==> src/rtl/decoder_pkg.sv <==
// Shared types and helpers for the one-hot decoder family: FSM state,
// mode encodings and a width-generic one-hot builder.
package decoder_pkg;

  typedef enum logic [1:0] {
    IDLE   = 2'd0,
    DECODE = 2'd1,
    SCAN   = 2'd2
  } state_t;

  localparam logic MODE_DECODE = 1'b0;
  localparam logic MODE_SCAN   = 1'b1;

  localparam int unsigned ONEHOT_MAX   = 256;
  localparam int unsigned ONEHOT_IDX_W = 16;

  // Callers size the result down to their own output width; indices at or
  // beyond 'width' yield an all-zero word.
  function automatic logic [ONEHOT_MAX-1:0] onehot(input logic [ONEHOT_IDX_W-1:0] idx,
                                                   input int unsigned width);
    logic [ONEHOT_MAX-1:0] r;
    r = '0;
    if (({16'd0, idx} < width) && (idx[15:8] == 8'd0)) begin
      r[idx[7:0]] = 1'b1;
    end
    return r;
  endfunction

endpackage

==> src/rtl/dwell_counter.sv <==
// Dwell tick generator: tick is high on the last cycle of each DWELL-cycle
// period; clear restarts the period.
module dwell_counter #(
  parameter int DWELL = 4
) (
  input  logic clk,
  input  logic reset,
  input  logic clear,
  output logic tick
);

  localparam int CW = $clog2(DWELL) + 1;
  localparam logic [CW-1:0] LAST = CW'(DWELL - 1);
  localparam logic [CW-1:0] ONE  = CW'(1);

  logic [CW-1:0] cnt_q;
  logic [CW-1:0] cnt_d;

  assign tick = (cnt_q == LAST);

  always_comb begin
    cnt_d = cnt_q;
    if (clear) begin
      cnt_d = '0;
    end else if (tick) begin
      cnt_d = '0;
    end else begin
      cnt_d = cnt_q + ONE;
    end
  end

  always_ff @(posedge clk) begin
    if (reset) begin
      cnt_q <= '0;
    end else begin
      cnt_q <= cnt_d;
    end
  end

endmodule

==> src/rtl/onehot_decoder_seq.sv <==
// Registered one-hot decoder with an on-demand DECODE mode and an
// autonomous SCAN mode that walks the active bit with a programmable dwell.
module onehot_decoder_seq
  import decoder_pkg::*;
#(
  parameter int SEL_WIDTH = 3,
  parameter int OUT_WIDTH = 8,
  parameter int DWELL     = 4
) (
  input  logic                 clk,
  input  logic                 reset,
  input  logic                 enable,
  input  logic                 mode,
  input  logic                 valid_in,
  input  logic [SEL_WIDTH-1:0] data_in,
  output logic [OUT_WIDTH-1:0] data_out,
  output logic [SEL_WIDTH-1:0] index_out,
  output logic                 valid_out,
  output logic                 err_out,
  output logic                 wrap_pulse
);

  localparam logic [SEL_WIDTH-1:0] LAST_IDX = SEL_WIDTH'(OUT_WIDTH - 1);
  localparam logic [SEL_WIDTH-1:0] IDX_ONE  = SEL_WIDTH'(1);

  state_t                 state_q, state_d;
  logic [OUT_WIDTH-1:0]   data_q, data_d;
  logic [SEL_WIDTH-1:0]   idx_q, idx_d;
  logic                   valid_q, valid_d;
  logic                   err_q, err_d;
  logic                   wrap_q, wrap_d;
  logic                   cnt_clr;
  logic                   tick;
  logic                   in_range;

  assign in_range = (data_in <= LAST_IDX);

  dwell_counter #(
    .DWELL (DWELL)
  ) u_dwell (
    .clk   (clk),
    .reset (reset),
    .clear (cnt_clr),
    .tick  (tick)
  );

  always_comb begin
    state_d = state_q;
    data_d  = data_q;
    idx_d   = idx_q;
    valid_d = 1'b0;
    err_d   = err_q;
    wrap_d  = 1'b0;
    cnt_clr = 1'b0;

    if (!enable) begin
      state_d = IDLE;
      data_d  = '0;
    end else if (mode == MODE_DECODE) begin
      state_d = DECODE;
      if (valid_in) begin
        idx_d   = data_in;
        valid_d = 1'b1;
        err_d   = !in_range;
        data_d  = OUT_WIDTH'(onehot(ONEHOT_IDX_W'(data_in), OUT_WIDTH));
      end
    end else begin
      state_d = SCAN;
      valid_d = 1'b1;
      // Entry beats reload, reload beats the dwell advance.
      if (state_q != SCAN) begin
        idx_d = '0;
        err_d = 1'b0;
      end else if (valid_in) begin
        cnt_clr = 1'b1;
        if (in_range) begin
          idx_d = data_in;
          err_d = 1'b0;
        end else begin
          idx_d = '0;
          err_d = 1'b1;
        end
      end else if (tick) begin
        if (idx_q == LAST_IDX) begin
          idx_d  = '0;
          wrap_d = 1'b1;
          err_d  = 1'b0;
        end else begin
          idx_d = idx_q + IDX_ONE;
        end
      end
      data_d = OUT_WIDTH'(onehot(ONEHOT_IDX_W'(idx_d), OUT_WIDTH));
    end

    if ((state_d != state_q) || (state_d != SCAN)) begin
      cnt_clr = 1'b1;
    end
  end

  always_ff @(posedge clk) begin
    if (reset) begin
      state_q <= IDLE;
      data_q  <= '0;
      idx_q   <= '0;
      valid_q <= 1'b0;
      err_q   <= 1'b0;
      wrap_q  <= 1'b0;
    end else begin
      state_q <= state_d;
      data_q  <= data_d;
      idx_q   <= idx_d;
      valid_q <= valid_d;
      err_q   <= err_d;
      wrap_q  <= wrap_d;
    end
  end

  assign data_out   = data_q;
  assign index_out  = idx_q;
  assign valid_out  = valid_q;
  assign err_out    = err_q;
  assign wrap_pulse = wrap_q;

endmodule

==> config.mk <==
export PLATFORM = sky130hd
export DESIGN_NAME = onehot_decoder_seq
export DESIGN_NICKNAME = d
export VERILOG_FILES = /design/src/rtl/decoder_pkg.sv /design/src/rtl/dwell_counter.sv /design/src/rtl/onehot_decoder_seq.sv
export SDC_FILE = /design/constraint.sdc
export NUM_CORES = 1
export LEC_CHECK = 0
export ABC_AREA = 1
export CAP_MARGIN = 40
export CELL_PAD_IN_SITES_DETAIL_PLACEMENT = 2
export CELL_PAD_IN_SITES_GLOBAL_PLACEMENT = 2
export CORE_AREA = 3 3 80 52
export CTS_BUF_LIST = sky130_fd_sc_hd__clkbuf_8
export CTS_CLUSTER_DIAMETER = 50
export DETAILED_ROUTE_END_ITERATION = 7
export DIE_AREA = 0 0 83 55
export MAX_ROUTING_LAYER = met4
export PLACE_DENSITY_LB_ADDON = 0.1
export SETUP_SLACK_MARGIN = 0.05
export SLEW_MARGIN = 10
export SYNTH_ARGS = -nofsm -noshare
export SYNTH_HDL_FRONTEND = slang
export SYNTH_HIERARCHICAL = 1
export SYNTH_SLANG_ARGS = --single-unit
==> constraint.sdc <==
create_clock -name clk -period 2.3 [get_ports clk]
set_input_delay 0.46 -clock clk [delete_from_list [all_inputs] [get_ports clk]]
set_output_delay 0.46 -clock clk [all_outputs]
set_load 0.01 [all_outputs]
[Yosys cells after proc, flatten, opt, wreduce, memory -nomap -nowiden]
Index checks and enable logic that the tools add are counted.
Cells by class
  add/sub/neg operators: 2
  order comparisons: 5
  equal/unequal tests: 5
  multiplexer cells: 31
  bitwise operators: 3
  reduce and logical (&&, ||, !) cells: 12
Operator list (number)
  3-bit two-way mux: 9
  3-bit by 9-bit < comparator with 1-bit output, second input constant: 2
  1-bit two-way mux: 16
  8-bit two-way mux: 2
  3-bit by 1-bit adder with 3-bit output, second input constant: 2
  1-bit demux with 3-bit select: 2
  3-bit by 1-bit greater-or-equal comparator with 1-bit output, second input constant: 2
  3-bit nonzero test: 2
  6-bit OR reduction: 1
  2-bit two-way mux: 2
  2-bit != test, second input constant: 2
  4-bit AND reduction: 1
  3-bit by 2-bit == test with 1-bit output, second input constant: 1
  3-bit == test, second input constant: 1
  3-bit less-or-equal comparator, second input constant: 1
  1-bit inverter: 3
  3-bit OR reduction: 1
  1-bit logical AND: 2
  2-bit != test: 1
  2-bit AND reduction: 1
  2-bit nonzero test: 1
  2-bit OR reduction: 1
  1-bit logical NOT: 1
  1-bit logical OR: 1
Word-level totals
  bits in registers: 19

[Logic depth before layout (Yosys ltp)]
Gate-level depths: netlist (run 1).
  depth after elaboration: 12
  mapped depth: 11
  gate-level depth less buffers: 11

[Modules after synthesis]
The synthesis (run 1) kept the hierarchy.
By module, submodules not included
  onehot_decoder_seq: instances 1, cells each 142, area an instance 907.1 sq um, seq. area each 320.3 sq um
  dwell_counter: instances 1, cells each 13, area an instance 115.1 sq um, seq. area each 60.1 sq um

[Least setup slack after synthesis (run 1)]
OpenSTA, ideal clock, no wires.
  path type: reg2reg
  from: reg idx_q[0] (netlist: index_out[0])
  to: reg data_q[5] (netlist: data_out[5])
  arrival: 1.329 ns
  setup slack: 0.854 ns
  stages on the path, launching flop included: 11
  path buffers: 0
  period minus slack after synthesis: 1.446 ns
  cells stage by stage: dfxtp_1 -> ha_1 -> ha_1 -> nand2_1 -> nand3_1 -> nand2_2 -> inv_2 -> nand2_1 -> nor2_1 -> nor2_1 -> nor2_1
Between the ends
  longest elaborated chain between the ends: 12
  elaborated cells on any way between the ends: 14
RTL lines
  from (decl): RTL line onehot_decoder_seq.sv:28  | logic [SEL_WIDTH-1:0] idx_q, idx_d;
  from (signal assigned): RTL line onehot_decoder_seq.sv:111  | idx_q <= idx_d;
  3-bit by 1-bit adder with 3-bit output / 3-bit == test (equally long branches): RTL line onehot_decoder_seq.sv:89, onehot_decoder_seq.sv:84
  3-bit two-way mux: RTL line onehot_decoder_seq.sv:84  | if (idx_q == LAST_IDX) begin
  3-bit two-way mux (*): RTL line onehot_decoder_seq.sv:83  | end else if (tick) begin
  3-bit two-way mux (*): RTL line onehot_decoder_seq.sv:74  | end else if (valid_in) begin
  3-bit two-way mux (*): RTL line onehot_decoder_seq.sv:71  | if (state_q != SCAN) begin
  3-bit two-way mux (*): RTL line onehot_decoder_seq.sv:59  | end else if (mode == MODE_DECODE) begin
  3-bit two-way mux (*): RTL line onehot_decoder_seq.sv:56  | if (!enable) begin
  3-bit by 9-bit < comparator with 1-bit output (not written as such) / 3-bit by 1-bit greater-or-equal comparator with 1-bit output (equally long branches): RTL line decoder_pkg.sv:24  | r[idx[7:0]] = 1'b1;
  1-bit logical AND (not written as such): RTL line decoder_pkg.sv:24
  1-bit two-way mux (not written as such): RTL line decoder_pkg.sv:24
  1-bit demux with 3-bit select (*): RTL line decoder_pkg.sv:24
  8-bit two-way mux (*): RTL line onehot_decoder_seq.sv:59
  to (signal assigned): RTL line onehot_decoder_seq.sv:110  | data_q <= data_d;
  to (decl): RTL line onehot_decoder_seq.sv:27  | logic [OUT_WIDTH-1:0] data_q, data_d;
Mark *: on every way between the ends. The rest lies on a longest branch, timed or not. The select of a mux whose other input is x is not followed.
A chain may end at the register's enable or synchronous reset.

[Final worst setup path (run 1)]
  from: reg u_dwell.cnt_q[0]
  to: reg data_q[3] (netlist: data_out[3])
Between the ends
  longest elaborated chain between the ends: 11
  elaborated cells on any way between the ends: 12
RTL lines
  from (decl): RTL line dwell_counter.sv:16  | logic [CW-1:0] cnt_q;
  from (signal assigned): RTL line dwell_counter.sv:36  | cnt_q <= cnt_d;
  3-bit by 2-bit == test with 1-bit output (*): RTL line dwell_counter.sv:19  | assign tick = (cnt_q == LAST);
  via tick: RTL line onehot_decoder_seq.sv:33  | logic tick;
  3-bit two-way mux (*): RTL line onehot_decoder_seq.sv:83
  3-bit two-way mux (*): RTL line onehot_decoder_seq.sv:74
  3-bit two-way mux (*): RTL line onehot_decoder_seq.sv:71
  3-bit two-way mux (*): RTL line onehot_decoder_seq.sv:59
  3-bit two-way mux (*): RTL line onehot_decoder_seq.sv:56
  3-bit by 9-bit < comparator with 1-bit output (not written as such) / 3-bit by 1-bit greater-or-equal comparator with 1-bit output (equally long branches): RTL line decoder_pkg.sv:24
  1-bit logical AND (not written as such): RTL line decoder_pkg.sv:24
  1-bit two-way mux (not written as such): RTL line decoder_pkg.sv:24
  1-bit demux with 3-bit select (*): RTL line decoder_pkg.sv:24
  8-bit two-way mux (*): RTL line onehot_decoder_seq.sv:59
Mark *: on every way through the listed nets, which the timed path passes. The rest lies on a longest branch. The select of a mux whose other input is x is not followed.

==> results of run 1 <==
[cells by family after synthesis]
group / after synthesis / synth area share [%]
AO/OA/AOI/OAI: 25 / 13.10
adder cells (fa/ha/maj): 5 / 6.120
buffers and inverters: 23 / 9.546
flip-flops: 19 / 37.21
AND/OR/NAND/NOR: 83 / 34.03
[metal layers]
metal  up-vias  wire, µm  part of all wire [%]
met5         -         0                     0
met4         0        29                  0.86
met3         2       109                   3.2
met2        18      1370                    41
met1       491      1850                    55
li1        540         -                     -
[stage by stage]
step / area, µm² / util, %
detailed placement: 1303 / 36.89
global placement: 1303 / 36.89
global route: 1349 / 38.20
floorplan: 1022 / -
CTS: 1349 / 38.20
finish: 1349 / 38.20
[worst reg2reg max path, stage by stage, from the launching register on]
cell     delay, ps
dfxtp_1        320
ha_1           200
ha_1           280
inv_2          110
nand2_1         80
nand2_1         70
nor2_1          40
nor2_1         260
nand2_1        130
nor2_1         130
nor2_1          50
nor2_1          70
[final cells by class]
| cell class | instances | area [µm²] |
|---|---|---|
| Multi-Input combinational cell | 113 | 544.3 |
| Inverter | 21 | 78.83 |
| Clock inverter | 1 | 5.005 |
| Sequential cell | 19 | 380.4 |
| Fill cell | 455 | 2182 |
| Clock buffer | 3 | 41.29 |
| Timing Repair Buffer | 25 | 240.2 |
| Tap cell | 47 | 58.81 |
[registers in the layout, summed over array words and instances (netlist names)]
register,count
data_out,8
err_out,1
index_out,3
state_q,2
u_dwell/cnt_q,3
valid_out,1
wrap_pulse,1
[cells in the mapped netlist (all sizes together)]
cell type | number | share of area (%)
o31ai | 1 | 0.73
nor2 | 39 | 16
o21ai | 12 | 6.2
nor3 | 1 | 0.49
clkinv | 1 | 0.37
dfxtp | 19 | 37
nand3 | 6 | 2.9
clkbuf | 1 | 1.3
inv | 20 | 7.3
buf | 1 | 0.49
a21oi | 10 | 4.9
a31oi | 2 | 1.2
ha | 5 | 6.1
nand2 | 37 | 15
[worst max-delay path by stage]
| stage | startpoint | end | slack [ps] | cells after the start |
|---|---|---|---|---|
| after floorplan | index_out[0]$_SDFFE_PP0P_ | data_out[5]$_SDFFE_PP0N_ | 850 | 10 |
| after global placement | valid_in | data_out[3]$_SDFFE_PP0N_ | 330 | 9 |
| after detailed placement | mode | index_out[1]$_SDFFE_PP0P_ | 250 | 6 |
| after CTS | u_dwell/cnt_q[0]$_SDFF_PP0_ | data_out[3]$_SDFFE_PP0N_ | 490 | 11 |
| after global routing | u_dwell/cnt_q[0]$_SDFF_PP0_ | data_out[3]$_SDFFE_PP0N_ | 320 | 11 |
| final | u_dwell/cnt_q[0]$_SDFF_PP0_ | data_out[3]$_SDFFE_PP0N_ | 500 | 11 |
[where the power goes]
part           total, µW  switching, µW  leakage [µW]  internal, µW
clock network        236            116     0.0000255           121
logic                125           72.4      0.000416          52.3
registers            348           8.44      0.000155           340
==> results.md, run 1 <==
- Status: finished, final reports clean
- R2r endpoint: data_out[3]$_SDFFE_PP0N_
- Worst hold endpoint: u_dwell/cnt_q[0]$_SDFF_PP0_
- Setup crit end kind: flip-flop
- Synth cell types: 20
- HPWL after DPL: approximately 2.8 mm
- Root buf cell: clkbuf_8
- Placed cells: 225
- First-pass GRT wire length: between 5 and 6 mm
- Die ar.: 4565 µm²
- Vias in the first global route: approximately 1100
- Final min period: about 1800 ps
- Max-slew violation count: 0
- CTS tree: built
- CTS clk-pin slew, worst paths: ~70 ps
- Vias per cell: between 4 and 5
- CP Max Fanout: 7
- Slew HR: ~73%
- Worst Max-Slew Pin Slew: slightly above 400 ps
- Syn Inst Count: between 150 and 200
- Antenna Cells: 0
- Mapped Area: approximately 1000 µm²
- Setup TNS: 0 ps
- Final period util: 78.21%
- CP top delay family: simple AND/OR/NAND/NOR gates
- Yosys warnings: 6
- Routed Antenna Nets: 0
- GRT Overall Usage: approximately 16%
- Remaining DRCs: 0
- Most frequent cells in the layout: nor2_1, nand2_1, clkdlybuf4s50_1
- Yosys reg bits: 19
- Max_cap viols: 0
- H-Tree Depth: 1
- LEAKAGE: between 0.0005 and 0.0006 µW
- R2R Path Start: u_dwell/cnt_q[0]$_SDFF_PP0_
- Via count: approximately 1100
- Slowest stage delay, CP: 320 ps
- # resized after CTS: 0
- I/O pins: 22
- Net count after synthesis: roughly 170
- WHS: approximately 420 ps
- I/O Buffers: 21
- Post-place setup slack: 249.8 ps
- Post-Layout Cell Count: 229
- Area Growth Syn to Fin: 31.95%
- Die Y: roughly 55 µm
- Grt met1 use: between 20% and 30%
- Pre-antenna DRT Iters: 4
- Hold crit path type: flip-flop to flip-flop
- Final nets: slightly below 200
- WP data arrival: about 2000 ps
- Total global routing overflow: 0
- Bufs on Longest Clock Path: 2
- Latest clock arrival within the worst-skew pair: between 200 and 300 ps
- Reg2Reg Depth: 11
- Rows: 17
- Clock skew: 2.875 ps
- Gp weighted congestion: between 0.7 and 0.8
- PD cells: roughly 530 nW/µm²
- Cells on Worst Hold Path: 1
- Cell chain of the critical path: ha_1 > ha_1 > inv_2 > nand2_1 > nand2_1 > nor2_1 > nor2_1 > nand2_1 > nor2_1 > nor2_1 > nor2_1
- Most frequent CP cell: nor2_1
- Final Hold Vio Count: 0
- Crit path buffers/inverters: 1
- FMAX: approximately 0.56 GHz
- Setup Fix Bufs, Post-CTS: 0
- Critical path type: flip-flop to flip-flop
- Startpoint Class: flip-flop
- Initial core utilization: between 20 and 30%
- Mapped Avg Cell Area: between 6 and 7 µm²
- RSZ-0062 raised after global routing: false
- Largest net degree at the start of global routing: 14
- TritonCTS Buffers: 3
- Layout cells sized above 1: 10.99%
- Sink Count: 19
- GRT busiest layer: met1
- Die X: 83 µm
- Flop-to-flop setup slack: 500 ps
- Sequential fraction of the synthesis area: between 30% and 40%
- Iteration-0 DRC Markers: between 40 and 50
- Setup violations, final: 0
- Final setup margin: 501.1 ps
- Hold_buf cts: 0
- Hold Crit Start: u_dwell/cnt_q[0]$_SDFF_PP0_
- Core Area: ~3500 µm²
- Met3 Usage GRT: roughly 3.4%
- Initial antenna violation count: 0
- Slowest stage cell, crit path: dfxtp_1
- Worst VDD drop: between 0.2 and 0.25 mV
- Routed len/inst: 14.67 µm
- Total Power: 709.3 µW
- Worst Path Required: approximately 2500 ps
- Met2 usage: 23.27%
- Most common cell after layout, fill and taps aside: nor2_1
- Drt total wl: 3.359 mm
(Power assumes the default switching activity.)
==> inputs of run 2 (changes only) <==
--- a/config.mk
+++ b/config.mk
@@ -9,11 +9,11 @@
 export CAP_MARGIN = 40
 export CELL_PAD_IN_SITES_DETAIL_PLACEMENT = 2
 export CELL_PAD_IN_SITES_GLOBAL_PLACEMENT = 2
-export CORE_AREA = 3 3 80 52
+export CORE_AREA = 3 3 87 56
 export CTS_BUF_LIST = sky130_fd_sc_hd__clkbuf_8
 export CTS_CLUSTER_DIAMETER = 50
 export DETAILED_ROUTE_END_ITERATION = 7
-export DIE_AREA = 0 0 83 55
+export DIE_AREA = 0 0 90 59
 export MAX_ROUTING_LAYER = met4
 export PLACE_DENSITY_LB_ADDON = 0.1
 export SETUP_SLACK_MARGIN = 0.05
==> constraint.sdc (replaced) <==
create_clock -name clk -period 1.6 [get_ports clk]
set_input_delay 0.32 -clock clk [delete_from_list [all_inputs] [get_ports clk]]
set_output_delay 0.32 -clock clk [all_outputs]
set_load 0.01 [all_outputs]
==> run 2 against run 1 <==
Total power up 53%. Critical path depth unchanged. Core utilization up 1.4 points. Maximum frequency up 19%. Die area up 16%. Critical endpoint is now data_out[7]$_SDFFE_PP0N_. Largest cell class unchanged.
==> results.md, run 2 (synthesis gave the netlist of run 1 again) <==
- R2R Path Start: index_out[0]$_SDFFE_PP0P_
- Routed Antenna Nets: 0
- Total global routing overflow: 0
- Latest clock arrival within the worst-skew pair: approximately 270 ps
- I/O pins: 22
- CP Max Fanout: 5
- CP Launch Point: index_out[0]$_SDFFE_PP0P_
- Critical path type: flip-flop to flip-flop
- Vias per cell: ~4.4
- WHS: ~440 ps
- Gp weighted congestion: between 0.8 and 0.9
- Final nets: roughly 210
- Register area: 386.6 µm²
- Routed len/inst: roughly 15 µm
- First-pass GRT wire length: a little over 6 mm
- HPWL after DPL: ~3 mm
- I/O Buffers: 21
- R2r endpoint: data_out[7]$_SDFFE_PP0N_
- TritonCTS Buffers: 3
- Initial core utilization: 24.94%
- Post-route cell area: approximately 1600 µm²
- Critical path destination: data_out[7]$_SDFFE_PP0N_
- CTS clk-pin slew, worst paths: about 80 ps
- Most common cell after layout, fill and taps aside: nor2_1
- Remaining DRCs: 0
- Root buf cell: clkbuf_8
- Die X: approximately 90 µm
- Layout cells sized above 1: between 30% and 40%
- Worst Path Required: around 1800 ps
- Placed cells: 250
- Vias in the first global route: between 1000 and 1500
- Core Area: about 4100 µm²
- Bufs on Longest Clock Path: 2
- Final Hold Vio Count: 0
- Final period util: 94.43%
- Pre-antenna DRT Iters: 4
- Antenna Cells: 0
- Rows: 18
- Max reg flops: 8
- Reg2Reg Depth: 11
- WP data arrival: 1720 ps
- Slew HR: about 78%
- Via count: around 1100
- FMAX: approximately 0.66 GHz
- Sink Count: 19
- Placed cell area: between 1000 and 1500 µm²
- Most frequent cells in the layout: nor2_1, nand2_1, buf_4
- GRT Overall Usage: between 10% and 20%
- Fill cells: just under 500
- Final min period: ~1500 ps
- Drt total wl: between 3 and 4 mm
- Hold crit path type: flip-flop to flip-flop
- Max_cap viols: 0
- Die ar.: 5310 µm²
- CTS tree: built
- Largest net degree at the start of global routing: 14
- RSZ-0062 raised after global routing: true
- Startpoint Class: flip-flop
- Clock skew: between 2 and 3 ps
- Worst VDD drop: about 0.25 mV
- Worst Max-Slew Pin Slew: between 300 and 400 ps
- Post-Layout Cell Count: between 200 and 300
- Iteration-0 DRC Markers: 57
- Die Y: roughly 60 µm
- Initial antenna violation count: 0
- Area of the multi-input gates: between 600 and 700 µm²
- Setup crit end kind: flip-flop
- Status: finished, final reports clean
- PD cells: 668.9 nW/µm²
- H-Tree Depth: 1
- Max-slew violation count: 0
- LEAKAGE: a little over 0.0007 µW
- Area Growth Syn to Fin: 58.75%
- Setup violations, final: 0
- Flop-to-flop setup slack: around 89 ps
run 2: metrics by stage:
stage / utilization [%] / setup slack (ps) / power (µW) / setup TNS, ps
final: 39.59 / 89.15 / 1085 / 0
after global routing: 39.59 / -67.30 / 1154 / -68.17
after CTS: 36.11 / 41.66 / 1082 / 0
after detailed placement: 34.37 / -191.1 / 713.6 / -1525
after global placement: 34.37 / -164.8 / 707.1 / -1181
after floorplan: - / 153.6 / 601.6 / 0
run 2: where the power goes:
part	internal, µW	switching, µW	total [µW]
clock network	174	181	355
registers	490	11.5	501
logic	104	126	229
run 2: layer usage:
layer	routed length (µm)	track usage, %	up-vias
li1	-	-	573
met1	2078	21.47	533
met2	1752	23.04	19
met3	113	3.173	2
met4	12	2.614	0
met5	0	-	-
run 2: worst min path at each step:
| stage | depth (start not counted) | slack [ps] | start | end |
|---|---|---|---|---|
| 2_1_floorplan | 1 | 400 | u_dwell/cnt_q[0]$_SDFF_PP0_ | u_dwell/cnt_q[0]$_SDFF_PP0_ |
| 3_3_place_gp | 1 | 410 | u_dwell/cnt_q[0]$_SDFF_PP0_ | u_dwell/cnt_q[0]$_SDFF_PP0_ |
| 3_5_place_dp | 1 | 420 | u_dwell/cnt_q[0]$_SDFF_PP0_ | u_dwell/cnt_q[0]$_SDFF_PP0_ |
| 4_1_cts | 1 | 440 | u_dwell/cnt_q[0]$_SDFF_PP0_ | u_dwell/cnt_q[0]$_SDFF_PP0_ |
| 5_1_grt | 1 | 460 | u_dwell/cnt_q[0]$_SDFF_PP0_ | u_dwell/cnt_q[0]$_SDFF_PP0_ |
| 6_report | 1 | 440 | u_dwell/cnt_q[0]$_SDFF_PP0_ | u_dwell/cnt_q[0]$_SDFF_PP0_ |
run 2: area by class of cell:
class	count	share of cell area [%]
sequential	19	23.82
clock buffer	3	2.544
timing repair buffer	41	22.36
tap	60	4.626
clock inverter	1	0.3084
inverter	21	5.166
multi-input combinational	113	41.17
run 2: timing repair:
action                                 4_1_cts  5_1_grt
hold buffers                                 0        0
gates resized for setup                      8       36
setup buffers                                1        4
setup endpoints to repair                   12       11
pin swaps                                    5       14
endpoints found under the hold margin        0        0
run 2: critical path, cell delays in order, from the launching register on:
cell and delay [ps]:
dfxtp_2 340, ha_4 160, ha_2 170, nor2_1 110, nand2_1 70, nand2_1 80
nand2_2 70, nand2_2 80, nand2_4 90, nor2_2 120, nor2_1 50, nor2_1 100
==> inputs of run 3 (changes only) <==
--- a/config.mk
+++ b/config.mk
@@ -14,6 +14,7 @@
 export CTS_CLUSTER_DIAMETER = 50
 export DETAILED_ROUTE_END_ITERATION = 7
 export DIE_AREA = 0 0 90 59
+export HOLD_SLACK_MARGIN = 0.08
 export MAX_ROUTING_LAYER = met4
 export PLACE_DENSITY_LB_ADDON = 0.1
 export SETUP_SLACK_MARGIN = 0.05
==> results of run 3 <==
Same layout as run 2: the final DEF is identical, and so are final timing and power.
==> RTL change (config.mk and constraints of run 2) <==
Encoding of `state_t`: now one-hot (3 bits for 3 states).
--- a/src/rtl/decoder_pkg.sv
+++ b/src/rtl/decoder_pkg.sv
@@ -3,8 +3,8 @@
 package decoder_pkg;
 
-  typedef enum logic [1:0] {
-    IDLE   = 2'd0,
-    DECODE = 2'd1,
-    SCAN   = 2'd2
+  typedef enum logic [2:0] {
+    IDLE   = 3'b001,
+    DECODE = 3'b010,
+    SCAN   = 3'b100
   } state_t;
 
Behaviour: same outputs for any inputs over 10 cycles, from zero or initial values and one cycle with reset high; not proved beyond that.
==> RTL change against run 2 <==
Sequential share of layout area rose by 1.1 points. Hold slack got worse by 0.013 ns. Register-to-register slack improved by 0.02 ns. Sequential cell count rose by 1. Routed wire length fell by 6.4%. Design area rose by 0.62%. Fmax fell by 2.5%. Clock power rose by 49%. Clock skew rose by 0.0072 ns. Synthesized area fell by 3.2%. Via count fell by 2.5%. Worst setup slack got worse by 0.039 ns. Power rose by 17%. Largest cell class unchanged. Largest power group unchanged.
==> RTL change: results (changes against run 2) <==
Status -> finished clean
Vias in the first global route -> 1182 (+0.77%)
Synth async-reset ratio -> 0 (unchanged)
Static Leak -> 0.692 nW (-4.7%)
Longest Clk Path Bufs -> 2 (unchanged)
Commonest cells in the netlist -> 28 x nand2_1, 24 x nor2_1, 20 x dfxtp_1, 17 x inv_1, 14 x a21oi_1
VDD IR max -> 354 uV (+44%)
Gr usage total -> 0.148 (-0.00467)
Port Buffers -> 21 (unchanged)
HP Class -> input port to flip-flop
First-pass GRT wire length -> 5930 um (-1.9%)
Num CTS Buffers -> 3 (unchanged)
Post-route clock skew -> 0.00989 ns (+0.00724 ns)
Vias per cell -> 4.41 (+1.0%)
Number of flip-flops in the largest register -> 8 (unchanged)
Fmax -> 645 MHz (-2.5%)
Pre-CTS WS -> -0.204 ns (-0.0125 ns)
Syn nets -> 156 (-7.1%)
Routability cong. -> 0.769 (-4.4%)
Netlist cell types -> 19 (-5.0%)
Synth top area cells -> dfxtp_1 40%, nand2_1 11%, nor2_1 9.1%
CP peak stage delay -> 0.55 ns (+0.21 ns)
Share of cells above drive strength 1 -> 0.323 (-0.0156)
Relative slew slack -> 0.797 (+0.0213)
Initial antenna violation count -> 0 (unchanged)
Initial DRC Count -> 34 (-40%)
CP max-delay cell -> clkdlybuf4s50_1
Crit-path max FO -> 4 (-1)
DP HPWL -> 2840 um (-6.3%)
Critical Path AT -> 1.23 ns (-0.49 ns)
Post-synth top flop -> dfxtp_1
H-tree depth -> 1 (unchanged)
Nets -> 202 (-4.7%)
Largest net degree at the start of global routing -> 13 (-1)
Seq/Total Area, Yosys -> 0.405 (+0.0325)
Ys Warns -> 6 (unchanged)
Clock transition at path regs -> 0.09 ns
R2R Setup Slk -> 0.11 ns (+0.02 ns)
Fillers -> 472 (-4.5%)
Avg WL per Cell -> 14.9 um (-3.0%)
Family with the most delay on the worst path -> buffers and inverters
RTL change: changes by cell type after synthesis, moves of 2 or more:
cell     delta
nor2_2      +2
nor2_1     -11
a21oi_1     +4
nand2_1     -6
inv_2       -2
RTL change: final cells by class:
cell class                 instances  area (um^2)  share of cell area
clock buffer                       3         41.3              0.0253
clock inverter                     1         30.0              0.0184
inverter                          20         80.1              0.0490
multi-input combinational        103          632               0.387
sequential                        20          407               0.249
tap                               60         75.1              0.0460
timing repair buffer              42          368               0.225
RTL change: repair_timing:
| item | in CTS | in global routing |
|---|---|---|
| resized for setup | 18 | 22 |
| pin swaps | 2 | 14 |
| buffers inserted | 0 | 1 |
| endpoints found under the setup margin | 13 | 9 |
RTL change: routing by layer:
metal	GRT usage	wire length [um]	share of wire
met1	0.198	1980	0.53
met2	0.230	1590	0.43
met3	0.0393	115	0.031
met4	0.0261	17	0.0046
met5	-	0	0
RTL change: worst paths after layout:
path | endpoint | cells after the start | from
worst min-delay path | wrap_pulse | 2 | valid_in
worst max register to register | data_out[4] | 10 | u_dwell/cnt_q[0]
worst max-delay path | index_out[2] | 1 | index_out[2]
worst min register to register | u_dwell/cnt_q[0] | 1 | u_dwell/cnt_q[0]
RTL change: power by group:
| part | switching [mW] | internal [mW] | leakage (nW) |
|---|---|---|---|
| clock network | 0.194 | 0.334 | 0.0357 |
| logic | 0.114 | 0.0982 | 0.491 |
| registers | 0.0128 | 0.515 | 0.165 |
RTL change: kinds of logic after synthesis:
kind of cell | synth area share
AO/OA/AOI/OAI | 0.162
AND/OR/NAND/NOR | 0.300
flip-flops | 0.405
buffers and inverters | 0.0834
adder cells (fa/ha/maj) | 0.0506
RTL change: per-stage QoR:
stage | hold slack (ns) | utilization | cell area, um^2 | total power, mW | instances
6_report | 0.423 | 0.398 | 1630 | 1.27 | 249
2_1_floorplan | 0.397 | - | 990 | 0.616 | 144
3_3_place_gp | 0.409 | 0.346 | 1420 | 0.726 | 244
3_5_place_dp | 0.425 | 0.346 | 1420 | 0.731 | 244
5_1_grt | 0.456 | 0.398 | 1630 | 1.33 | 249
4_1_cts | 0.443 | 0.375 | 1540 | 1.27 | 248
